--- config.mk ---
export PLATFORM = sky130hd
export DESIGN_NAME = spi_slave_receiver_flat
export DESIGN_NICKNAME = d
export VERILOG_FILES = /design/src/rtl/spi_slave_receiver_if.sv /design/src/rtl/spi_slave_receiver.sv /design/src/flat_wrapper.sv
export SDC_FILE = /design/constraint.sdc
export NUM_CORES = 1
export LEC_CHECK = 0
export CORE_MARGIN = 2
export CORE_UTILIZATION = 45
export CTS_CLUSTER_SIZE = 24
export DETAILED_ROUTE_END_ITERATION = 7
export GPL_TIMING_DRIVEN = 0
export PLACE_DENSITY = 0.67
export SYNTH_ARGS = -nofsm -noshare
export SYNTH_HDL_FRONTEND = slang
export SYNTH_SLANG_ARGS = --single-unit
--- constraint.sdc ---
create_clock -name clk_100 -period 3.3 [get_ports clk_100]
set_input_delay 0.66 -clock clk_100 [delete_from_list [all_inputs] [get_ports clk_100]]
set_output_delay 0.66 -clock clk_100 [all_outputs]
set_load 0.01 [all_outputs]
--- src/rtl/spi_slave_receiver_if.sv ---
// Bundles the SPI pins and the received-word stream of spi_slave_receiver.
// The slave modport is the receiver's view; the master modport is the SPI/downstream side.
interface spi_slave_receiver_if #(
  parameter int P_DATA_WIDTH = 8
);
  logic                    SCK;
  logic                    CS;
  logic                    MOSI;
  logic [P_DATA_WIDTH-1:0] data_out;
  logic                    valid;
  logic                    ready;
  logic                    overrun;
  logic                    frame_err;

  modport slave (
    input  SCK,
    input  CS,
    input  MOSI,
    input  ready,
    output data_out,
    output valid,
    output overrun,
    output frame_err
  );

  modport master (
    output SCK,
    output CS,
    output MOSI,
    output ready,
    input  data_out,
    input  valid,
    input  overrun,
    input  frame_err
  );
endinterface

--- src/rtl/spi_slave_receiver.sv ---
// SPI slave receiver: oversamples SCK/CS/MOSI on clk_100, assembles MSB-first words and
// presents them on a valid/ready stream with overrun and frame-error pulses.
module spi_slave_receiver #(
  parameter int P_DATA_WIDTH  = 8,
  parameter int P_CPOL        = 0,
  parameter int P_CPHA        = 0,
  parameter int P_SYNC_STAGES = 2
) (
  input  logic                  clk_100,
  input  logic                  a_rst_n,
  spi_slave_receiver_if.slave   bus
);

  localparam int                CNT_W    = $clog2(P_DATA_WIDTH);
  localparam logic              SCK_IDLE = (P_CPOL != 0);
  localparam logic [CNT_W-1:0]  LAST_BIT = CNT_W'(P_DATA_WIDTH - 1);

  typedef enum logic {
    IDLE   = 1'b0,
    ACTIVE = 1'b1
  } state_t;

  // Synchronizers, all the same depth so SCK, CS and MOSI stay aligned
  logic [P_SYNC_STAGES-1:0] sck_sync;
  logic [P_SYNC_STAGES-1:0] cs_sync;
  logic [P_SYNC_STAGES-1:0] mosi_sync;
  logic                     sck_s;
  logic                     cs_s;
  logic                     mosi_s;
  logic                     sck_d;

  // NOTE: sequential state is written with non-blocking assignments only, so every flop
  // samples the pre-edge value of its neighbours regardless of statement order.
  always_ff @(posedge clk_100 or negedge a_rst_n) begin
    if (!a_rst_n) begin
      sck_sync  <= {P_SYNC_STAGES{SCK_IDLE}};
      cs_sync   <= '1;
      mosi_sync <= '0;
      sck_d     <= SCK_IDLE;
    end else begin
      sck_sync  <= {sck_sync[P_SYNC_STAGES-2:0], bus.SCK};
      cs_sync   <= {cs_sync[P_SYNC_STAGES-2:0], bus.CS};
      mosi_sync <= {mosi_sync[P_SYNC_STAGES-2:0], bus.MOSI};
      sck_d     <= sck_s;
    end
  end

  assign sck_s  = sck_sync[P_SYNC_STAGES-1];
  assign cs_s   = cs_sync[P_SYNC_STAGES-1];
  assign mosi_s = mosi_sync[P_SYNC_STAGES-1];

  logic rise;
  logic fall;
  logic sample_edge;

  assign rise        = sck_s & ~sck_d;
  assign fall        = ~sck_s & sck_d;
  assign sample_edge = (P_CPOL == P_CPHA) ? rise : fall;

  // Edge strobe, data and CS are registered together so the FSM sees one aligned snapshot
  logic samp_q;
  logic mosi_q;
  logic cs_q;

  always_ff @(posedge clk_100 or negedge a_rst_n) begin
    if (!a_rst_n) begin
      samp_q <= 1'b0;
      mosi_q <= 1'b0;
      cs_q   <= 1'b1;
    end else begin
      samp_q <= sample_edge;
      mosi_q <= mosi_s;
      cs_q   <= cs_s;
    end
  end

  // After reset the CS pipeline holds its reset value, not the pin. The receiver only arms
  // once the pipeline has filled with real samples and CS has been seen high, so a frame
  // already in progress at reset release is never picked up half way.
  logic [P_SYNC_STAGES:0] fill;
  logic                   fill_done;
  logic                   armed;

  assign fill_done = fill[P_SYNC_STAGES];

  always_ff @(posedge clk_100 or negedge a_rst_n) begin
    if (!a_rst_n) begin
      fill  <= '0;
      armed <= 1'b0;
    end else begin
      fill  <= {fill[P_SYNC_STAGES-1:0], 1'b1};
      armed <= armed | (fill_done & cs_q);
    end
  end

  // Word assembly FSM
  state_t                  state;
  state_t                  state_nxt;
  logic [P_DATA_WIDTH-1:0] shift_reg;
  logic [P_DATA_WIDTH-1:0] shift_nxt;
  logic [CNT_W-1:0]        bit_cnt;
  logic [CNT_W-1:0]        cnt_nxt;
  logic [P_DATA_WIDTH-1:0] word;
  logic                    word_done;
  logic                    frame_abort;

  assign word = {shift_reg[P_DATA_WIDTH-2:0], mosi_q};

  always_ff @(posedge clk_100 or negedge a_rst_n) begin
    if (!a_rst_n) begin
      state     <= IDLE;
      shift_reg <= '0;
      bit_cnt   <= '0;
    end else begin
      state     <= state_nxt;
      shift_reg <= shift_nxt;
      bit_cnt   <= cnt_nxt;
    end
  end

  // NOTE: every output of this block gets a default before the case, so no path leaves a
  // variable unassigned and no latch is inferred.
  always_comb begin
    state_nxt   = state;
    shift_nxt   = shift_reg;
    cnt_nxt     = bit_cnt;
    word_done   = 1'b0;
    frame_abort = 1'b0;
    unique case (state)
      IDLE: begin
        cnt_nxt = '0;
        if (armed && !cs_q) begin
          state_nxt = ACTIVE;
        end
      end
      ACTIVE: begin
        if (cs_q) begin
          // CS release wins over a coincident sample edge; partial bits are discarded
          state_nxt   = IDLE;
          cnt_nxt     = '0;
          shift_nxt   = '0;
          frame_abort = (bit_cnt != '0);
        end else if (samp_q) begin
          shift_nxt = word;
          if (bit_cnt == LAST_BIT) begin
            cnt_nxt   = '0;
            word_done = 1'b1;
          end else begin
            cnt_nxt = bit_cnt + 1'b1;
          end
        end
      end
      default: state_nxt = IDLE;
    endcase
  end

  // Output slot: a completed word loads when the slot is empty or being drained this cycle
  logic [P_DATA_WIDTH-1:0] data_out_r;
  logic                    valid_r;
  logic                    overrun_r;
  logic                    frame_err_r;

  always_ff @(posedge clk_100 or negedge a_rst_n) begin
    if (!a_rst_n) begin
      data_out_r  <= '0;
      valid_r     <= 1'b0;
      overrun_r   <= 1'b0;
      frame_err_r <= 1'b0;
    end else begin
      overrun_r   <= 1'b0;
      frame_err_r <= frame_abort;
      if (word_done) begin
        if (!valid_r || bus.ready) begin
          data_out_r <= word;
          valid_r    <= 1'b1;
        end else begin
          overrun_r <= 1'b1;
        end
      end else if (valid_r && bus.ready) begin
        valid_r <= 1'b0;
      end
    end
  end

  assign bus.data_out  = data_out_r;
  assign bus.valid     = valid_r;
  assign bus.overrun   = overrun_r;
  assign bus.frame_err = frame_err_r;

endmodule

--- src/flat_wrapper.sv ---
// flat-port wrapper written by rule: the top's interface ports become plain ports
module spi_slave_receiver_flat 
#(
  parameter int P_DATA_WIDTH  = 8,
  parameter int P_CPOL        = 0,
  parameter int P_CPHA        = 0,
  parameter int P_SYNC_STAGES = 2
)
  (clk_100, a_rst_n, bus_SCK, bus_CS, bus_MOSI, bus_ready, bus_data_out, bus_valid, bus_overrun, bus_frame_err);
  spi_slave_receiver_if #(.P_DATA_WIDTH(P_DATA_WIDTH)) bus_i ();
  input  logic clk_100;
  input  logic a_rst_n;
  input wire logic [$bits(bus_i.SCK)-1:0] bus_SCK;
  input wire logic [$bits(bus_i.CS)-1:0] bus_CS;
  input wire logic [$bits(bus_i.MOSI)-1:0] bus_MOSI;
  input wire logic [$bits(bus_i.ready)-1:0] bus_ready;
  output wire logic [$bits(bus_i.data_out)-1:0] bus_data_out;
  output wire logic [$bits(bus_i.valid)-1:0] bus_valid;
  output wire logic [$bits(bus_i.overrun)-1:0] bus_overrun;
  output wire logic [$bits(bus_i.frame_err)-1:0] bus_frame_err;
  assign bus_i.SCK = bus_SCK;
  assign bus_i.CS = bus_CS;
  assign bus_i.MOSI = bus_MOSI;
  assign bus_i.ready = bus_ready;
  assign bus_data_out = bus_i.data_out;
  assign bus_valid = bus_i.valid;
  assign bus_overrun = bus_i.overrun;
  assign bus_frame_err = bus_i.frame_err;
  spi_slave_receiver #(.P_DATA_WIDTH(P_DATA_WIDTH), .P_CPOL(P_CPOL), .P_CPHA(P_CPHA), .P_SYNC_STAGES(P_SYNC_STAGES)) u_core (.clk_100(clk_100), .a_rst_n(a_rst_n), .bus(bus_i));
endmodule
# After elaboration in Yosys (flattened, before gate mapping)
# Cells that the tools add are included.
# Widths: inputs -> output; s select.
dict set report classes {
  n_bitwise 5
  eq_ne 3
  n_reduce_logical 11
  n_addsub 1
  mux 20
}
# op n
set ops {}
lappend ops {{$mux 7} 2}
lappend ops {{$mux 1} 13}
lappend ops {{$mux 3} 3}
lappend ops {{$pmux 3 s2} 1}
lappend ops {{$reduce_and 2->1} 3}
lappend ops {{$reduce_bool 2->1} 2}
lappend ops {{$add 3x1->3 const B} 1}
lappend ops {{$eq 3x3->1 const B} 1}
lappend ops {{$ne 3x1->1 const B} 1}
lappend ops {{$reduce_bool 3->1} 1}
lappend ops {{$and 1x1->1} 2}
lappend ops {{$logic_and 1x1->1} 2}
lappend ops {{$logic_not 1->1} 2}
lappend ops {{$ne 2x2->1 const B} 1}
lappend ops {{$not 1->1} 2}
lappend ops {{$pmux 1 s2} 1}
lappend ops {{$logic_or 1x1->1} 1}
lappend ops {{$or 1x1->1} 1}
dict set report word_totals {
  word_cells 56
  out_inout_bits 11
  in_bits 6
  reg_bits 36
}

# Longest topological paths before layout
# Gate-level depths: netlist of the first run.
dict set report logic_depth {
  ltp_word 7
  depth_mapped 6
  mapped_depth_nobuf 5
}

# Least setup slack after synthesis of the first run
# Ideal clock, no wire load.
dict set report synth_path {
  kind {reg-to-reg}
  start {register u_core.bit_cnt[0]}
  end {register u_core.data_out_r[0], in the netlist u_core.bus.data_out[0]}
  required_ps 3175
  setup_ps 125
  path_slack_ps 1799
  period_less_slack_ps 1501
  arrival_ps 1376
  path_stages_with_launch 7
  n_path_buf 1
  path_cell_list {dfrtp_1 ha_1 ha_1 nand4b_4 nor2b_2 buf_6 mux2_4}
}
dict set report synth_between {
  elab_chain_len 6
}
# element line
set synth_rtl {}
lappend synth_rtl {{start: declaration} spi_slave_receiver.sv:101} ;# logic [CNT_W-1:0] bit_cnt;
lappend synth_rtl {{start signal: assignment} spi_slave_receiver.sv:117} ;# bit_cnt <= cnt_nxt;
lappend synth_rtl {{$eq 3x3->1} spi_slave_receiver.sv:145} ;# if (bit_cnt == LAST_BIT) begin
lappend synth_rtl {{$mux 1} spi_slave_receiver.sv:145}
lappend synth_rtl {{$mux 1} spi_slave_receiver.sv:143} ;# end else if (samp_q) begin
lappend synth_rtl {{$mux 1} spi_slave_receiver.sv:137} ;# if (cs_q) begin
lappend synth_rtl {{$mux 1} spi_slave_receiver.sv:129} ;# unique case (state)
lappend synth_rtl {{$reduce_and 2->1 (no source line)} -}
lappend synth_rtl {{end signal: assignment} spi_slave_receiver.sv:174} ;# data_out_r <= word;
lappend synth_rtl {{end: declaration} spi_slave_receiver.sv:158} ;# logic [P_DATA_WIDTH-1:0] data_out_r;
# No other way between the ends.
# A chain may end at the register's enable or synchronous reset.

# Worst setup path after layout of the first run
dict set report layout_path {
  start {register u_core.data_out_r[2], in the netlist u_core.bus.data_out[2]}
  end {output bus_data_out[2]}
}
# element line
set layout_lines {}
lappend layout_lines {{end: declaration} flat_wrapper.sv:17} ;# output wire logic [$bits(bus_i.data_out)-1:0] bus_data_out;
# No word-level cell between the ends.

==> results of run 1 <==
[cell usage after synthesis (all sizes together), types with 2 or more instances]
cell,number,area [um2]
a21oi,2,10.0
nand2,3,11.3
dfrtp,33,826
nor2,6,22.5
ha,3,37.5
mux2,8,120
inv,11,41.3
clkbuf,2,7.51
mux2i,2,20.0
o22ai,6,37.5
nor2b,2,15.0
dfstp,3,78.8
buf,3,27.5
a22oi,6,45.0
[area by class of cell]
| cell class | instances | area (um2) | area share |
|---|---|---|---|
| sequential | 36 | 905 | 0.544 |
| multi-input combinational | 46 | 390 | 0.235 |
| timing repair buffer | 16 | 155 | 0.0933 |
| clock buffer | 7 | 65.1 | 0.0391 |
| inverter | 11 | 41.3 | 0.0248 |
| tap | 33 | 41.3 | 0.0248 |
| buffer | 5 | 35.0 | 0.0211 |
| clock inverter | 1 | 30.0 | 0.0181 |
[final timing paths]
check / startpoint / cells after the start / slack (ns) / to
setup / recovery: u_core.bus.data_out[2] / 1 / 1.42 / bus_data_out[2]
hold / removal: u_core.mosi_sync[1] / 0 / 0.36 / u_core.mosi_q
setup reg to reg: u_core.bit_cnt[0] / 6 / 1.69 / u_core.bus.data_out[1]
hold reg to reg: u_core.mosi_sync[1] / 0 / 0.36 / u_core.mosi_q
max in group asynchronous: a_rst_n / 1 / 2.42 / u_core.bus.data_out[1]
min in group asynchronous: a_rst_n / 1 / 0.39 / u_core.shift_reg[2]
[layer usage]
metal	wire [um]	part of all wire	vias to the layer above	GRT usage
met5	0	0	-	0
met4	19	0.010	0	0.0487
met3	105	0.058	2	0.0590
met2	868	0.48	20	0.199
met1	829	0.45	370	0.157
li1	-	-	373	-
[cell families after synthesis]
kind of cell | synth area share
AO/OA/AOI/OAI | 0.0839
adder cells (fa/ha/maj) | 0.0274
buffers and inverters | 0.0557
flip-flops | 0.660
multiplexers | 0.102
other | 0.00273
AND/OR/NAND/NOR | 0.0684
[power groups by stage]
stage	Sequential (mW)	Combinational (mW)	Clock, mW
2_1_floorplan	0.470	0.0193	0
3_3_place_gp	0.472	0.0367	0
3_5_place_dp	0.472	0.0369	0
4_1_cts	0.464	0.0370	0.346
5_1_grt	0.465	0.0405	0.372
6_report	0.463	0.0360	0.333
[placed cells by master (no fill, tap or decap), types with 3 or more instances in the layout]
master / n
sky130_fd_sc_hd__a22oi_1: 6
sky130_fd_sc_hd__ha_1: 3
sky130_fd_sc_hd__nor2_1: 6
sky130_fd_sc_hd__dfstp_2: 3
sky130_fd_sc_hd__clkdlybuf4s50_1: 15
sky130_fd_sc_hd__mux2_4: 8
sky130_fd_sc_hd__dfrtp_1: 33
sky130_fd_sc_hd__clkbuf_4: 5
sky130_fd_sc_hd__inv_1: 11
sky130_fd_sc_hd__o22ai_1: 6
sky130_fd_sc_hd__nand2_1: 3
==> summary.log, run 1 <==
qor: status.status completed
qor: placed_design.globalplace.congestion 0.750
qor: cts.ctsLongestPathBuffers 2
qor: synthesis.synth_top_flop_cell sky130_fd_sc_hd__dfrtp_1
qor: placed_design.dpl_worst_slack 1.27 ns
qor: placed_design.io_buffers 16
qor: cts.cts.root.buffer_cell sky130_fd_sc_hd__clkbuf_4
qor: power.net-switching-power 0.161 mW
qor: critical_path.end_kind output port
qor: critical_path.timing.critical_path.slowest_cell_delay 0.54 ns
qor: synthesis.synth_enable_flop_cells 0
qor: cells_and_area.synth_to_final_area_change 21.3%
qor: timing.hold_viol_final 0
qor: cts.cts_tree built
qor: synthesis.synth_area_per_cell 14.0 um2
qor: drt.ant_nets 0
qor: timing.finalSetupViolCount 0
qor: cts.skew_pair_late_insertion_delay 0.32 ns
qor: cells_and_area.post-route-cell-area 1660 um2
qor: drt.drc 0
qor: cts.clkSinkCount 36
qor: synthesis.netlist_area 1370 um2
qor: timing.timing.final.crit_share 0.571
qor: die.die_width 59.2 um
qor: cells_and_area.fraction_of_final_layout_cells_with_drive_strength_greater_than_1 0.213
qor: synthesis.proportion_of_register_bits_with_asynchronous_set_or_reset_after_synthesis 1.00
qor: die.floorplan.initialDensity 0.461
qor: timing.worst_clock_skew 0.00730 ns
qor: timing.fin_setup_tns 0 ns
qor: power.combinationalPowerShare 0.043
qor: global_routing.grt_overflow_total 0
qor: run.cap_violations 0
qor: synthesis.synth_cell_types 24
qor: drt.number_of_vias_after_detailed_routing 765
qor: power.vdd.ir_drop.worst 0.340 mV
qor: placed_design.post-place-cells 147
qor: drt.wl 1.82 mm
qor: cells_and_area.final-instance-count-excl-fill 155
qor: cells_and_area.number_of_flip_flops_under_the_largest_register_name 8
qor: cells_and_area.post_layout_net_count 130
qor: synthesis.synthesis.instances 98
qor: global_routing.grt_pass1_wl 3.26 mm
qor: critical_path.critical_path_arrival 1.22 ns
qor: power.cell_internal_pwr 0.672 mW
qor: timing.layout_min_cycle_time 1.88 ns
qor: critical_path.timing.critical_path.fanout_max 2
qor: power.p_clk_frac 0.400
qor: cts.quantity_of_gates_resized_following_cts 0
qor: synthesis.synthesis_stage_register_bit_count 36
qor: min_path.timing.hold.worst.class reg2reg
qor: critical_path.crit_family buffers and inverters
qor: global_routing.grt.total_usage 0.129
qor: drt.wl_per_cell 11.8 um
qor: critical_path.critical_path.n_buffers_inverters 1
qor: global_routing.largest_net_degree_at_the_start_of_global_routing 37
qor: synthesis.yosysWarnings 0
qor: cts.cts_post_setup_buffers_inserted 0
qor: die.floorplan.die_area 3500 um2
qor: critical_path.critPathSlowestCell sky130_fd_sc_hd__clkdlybuf4s50_1
qor: power.power_leakage 0.760 nW
qor: cts.clock_buffers_created_by_tritoncts 5
qor: placed_design.post_placement_cell_area 1570 um2
qor: cts.clock_edge_transition_at_the_registers_on_the_reported_setup_and_hold_paths 0.10 ns
qor: critical_path.worst_ep_required_time 2.64 ns
qor: power.power-per-cell-area 501 nW/um2
qor: power.report.power.total 0.833 mW
qor: synthesis.synth-seq-area-share 0.660
qor: timing.slew_violations 0
qor: drt.initialDrtViolationCount 29
qor: placed_design.place_hpwl 1.27 mm
qor: critical_path.cp_class reg2out
qor: cts.cts.hold.buffers_added 0
qor: synthesis.postSynthNetCount 107
qor: timing.hold-worst-slack 0.359 ns
qor: global_routing.grt_pass1_vias 713
qor: die.core_area 2980 um2
qor: die.die_y 59.2 um
qor: cts.h_tree_level_count 2
qor: cells_and_area.diode_count 0
qor: cells_and_area.final.fill_count 247
qor: drt.dr.pass1.iters 4
qor: global_routing.grt_antenna_before_repair 0
qor: die.core.rowCount 20
qor: critical_path.timing.critical_path.from_type register
qor: timing.tightest_slew 0.754 ns
qor: timing.unrepaired_setup_endpoints_after_global_routing no
qor: cells_and_area.fin_util 0.558
qor: power.power.share.sequential 0.557
qor: die.io-pin-count 17
qor: power.netSwitchingFraction 0.193
qor: timing.final_setup_slack_of_the_worst_path 1.42 ns
qor: timing.slew_headroom 0.497
qor: drt.routed_via_density 4.94
qor: timing.max_freq 531 MHz
qor: critical_path.path_cells clkdlybuf4s50_1
Note: power is estimated with default switching activity, not from simulation.
==> inputs of run 2 (changes only) <==
==> constraint.sdc (replaced) <==
create_clock -name clk_100 -period 1.8 [get_ports clk_100]
set_input_delay 0.36 -clock clk_100 [delete_from_list [all_inputs] [get_ports clk_100]]
set_output_delay 0.36 -clock clk_100 [all_outputs]
set_load 0.01 [all_outputs]
==> results of run 2 <==
Same layout as run 1 (identical final DEF). Status: completed.
Among the figures that moved: setup slack after placement 1.27 ns -> 0.0664 ns; setup slack after layout 1.42 ns -> 0.187 ns; hold slack 0.359 ns -> 0.0941 ns; start point of the critical path u_core.bus.data_out[2] -> u_core.bit_cnt[0]; end point of the critical path bus_data_out[2] -> u_core.bus.data_out[1]; register-to-register setup slack 1.69 ns -> 0.19 ns; total power 0.833 mW -> 1.53 mW; worst IR drop on VDD 0.340 mV -> 0.624 mV
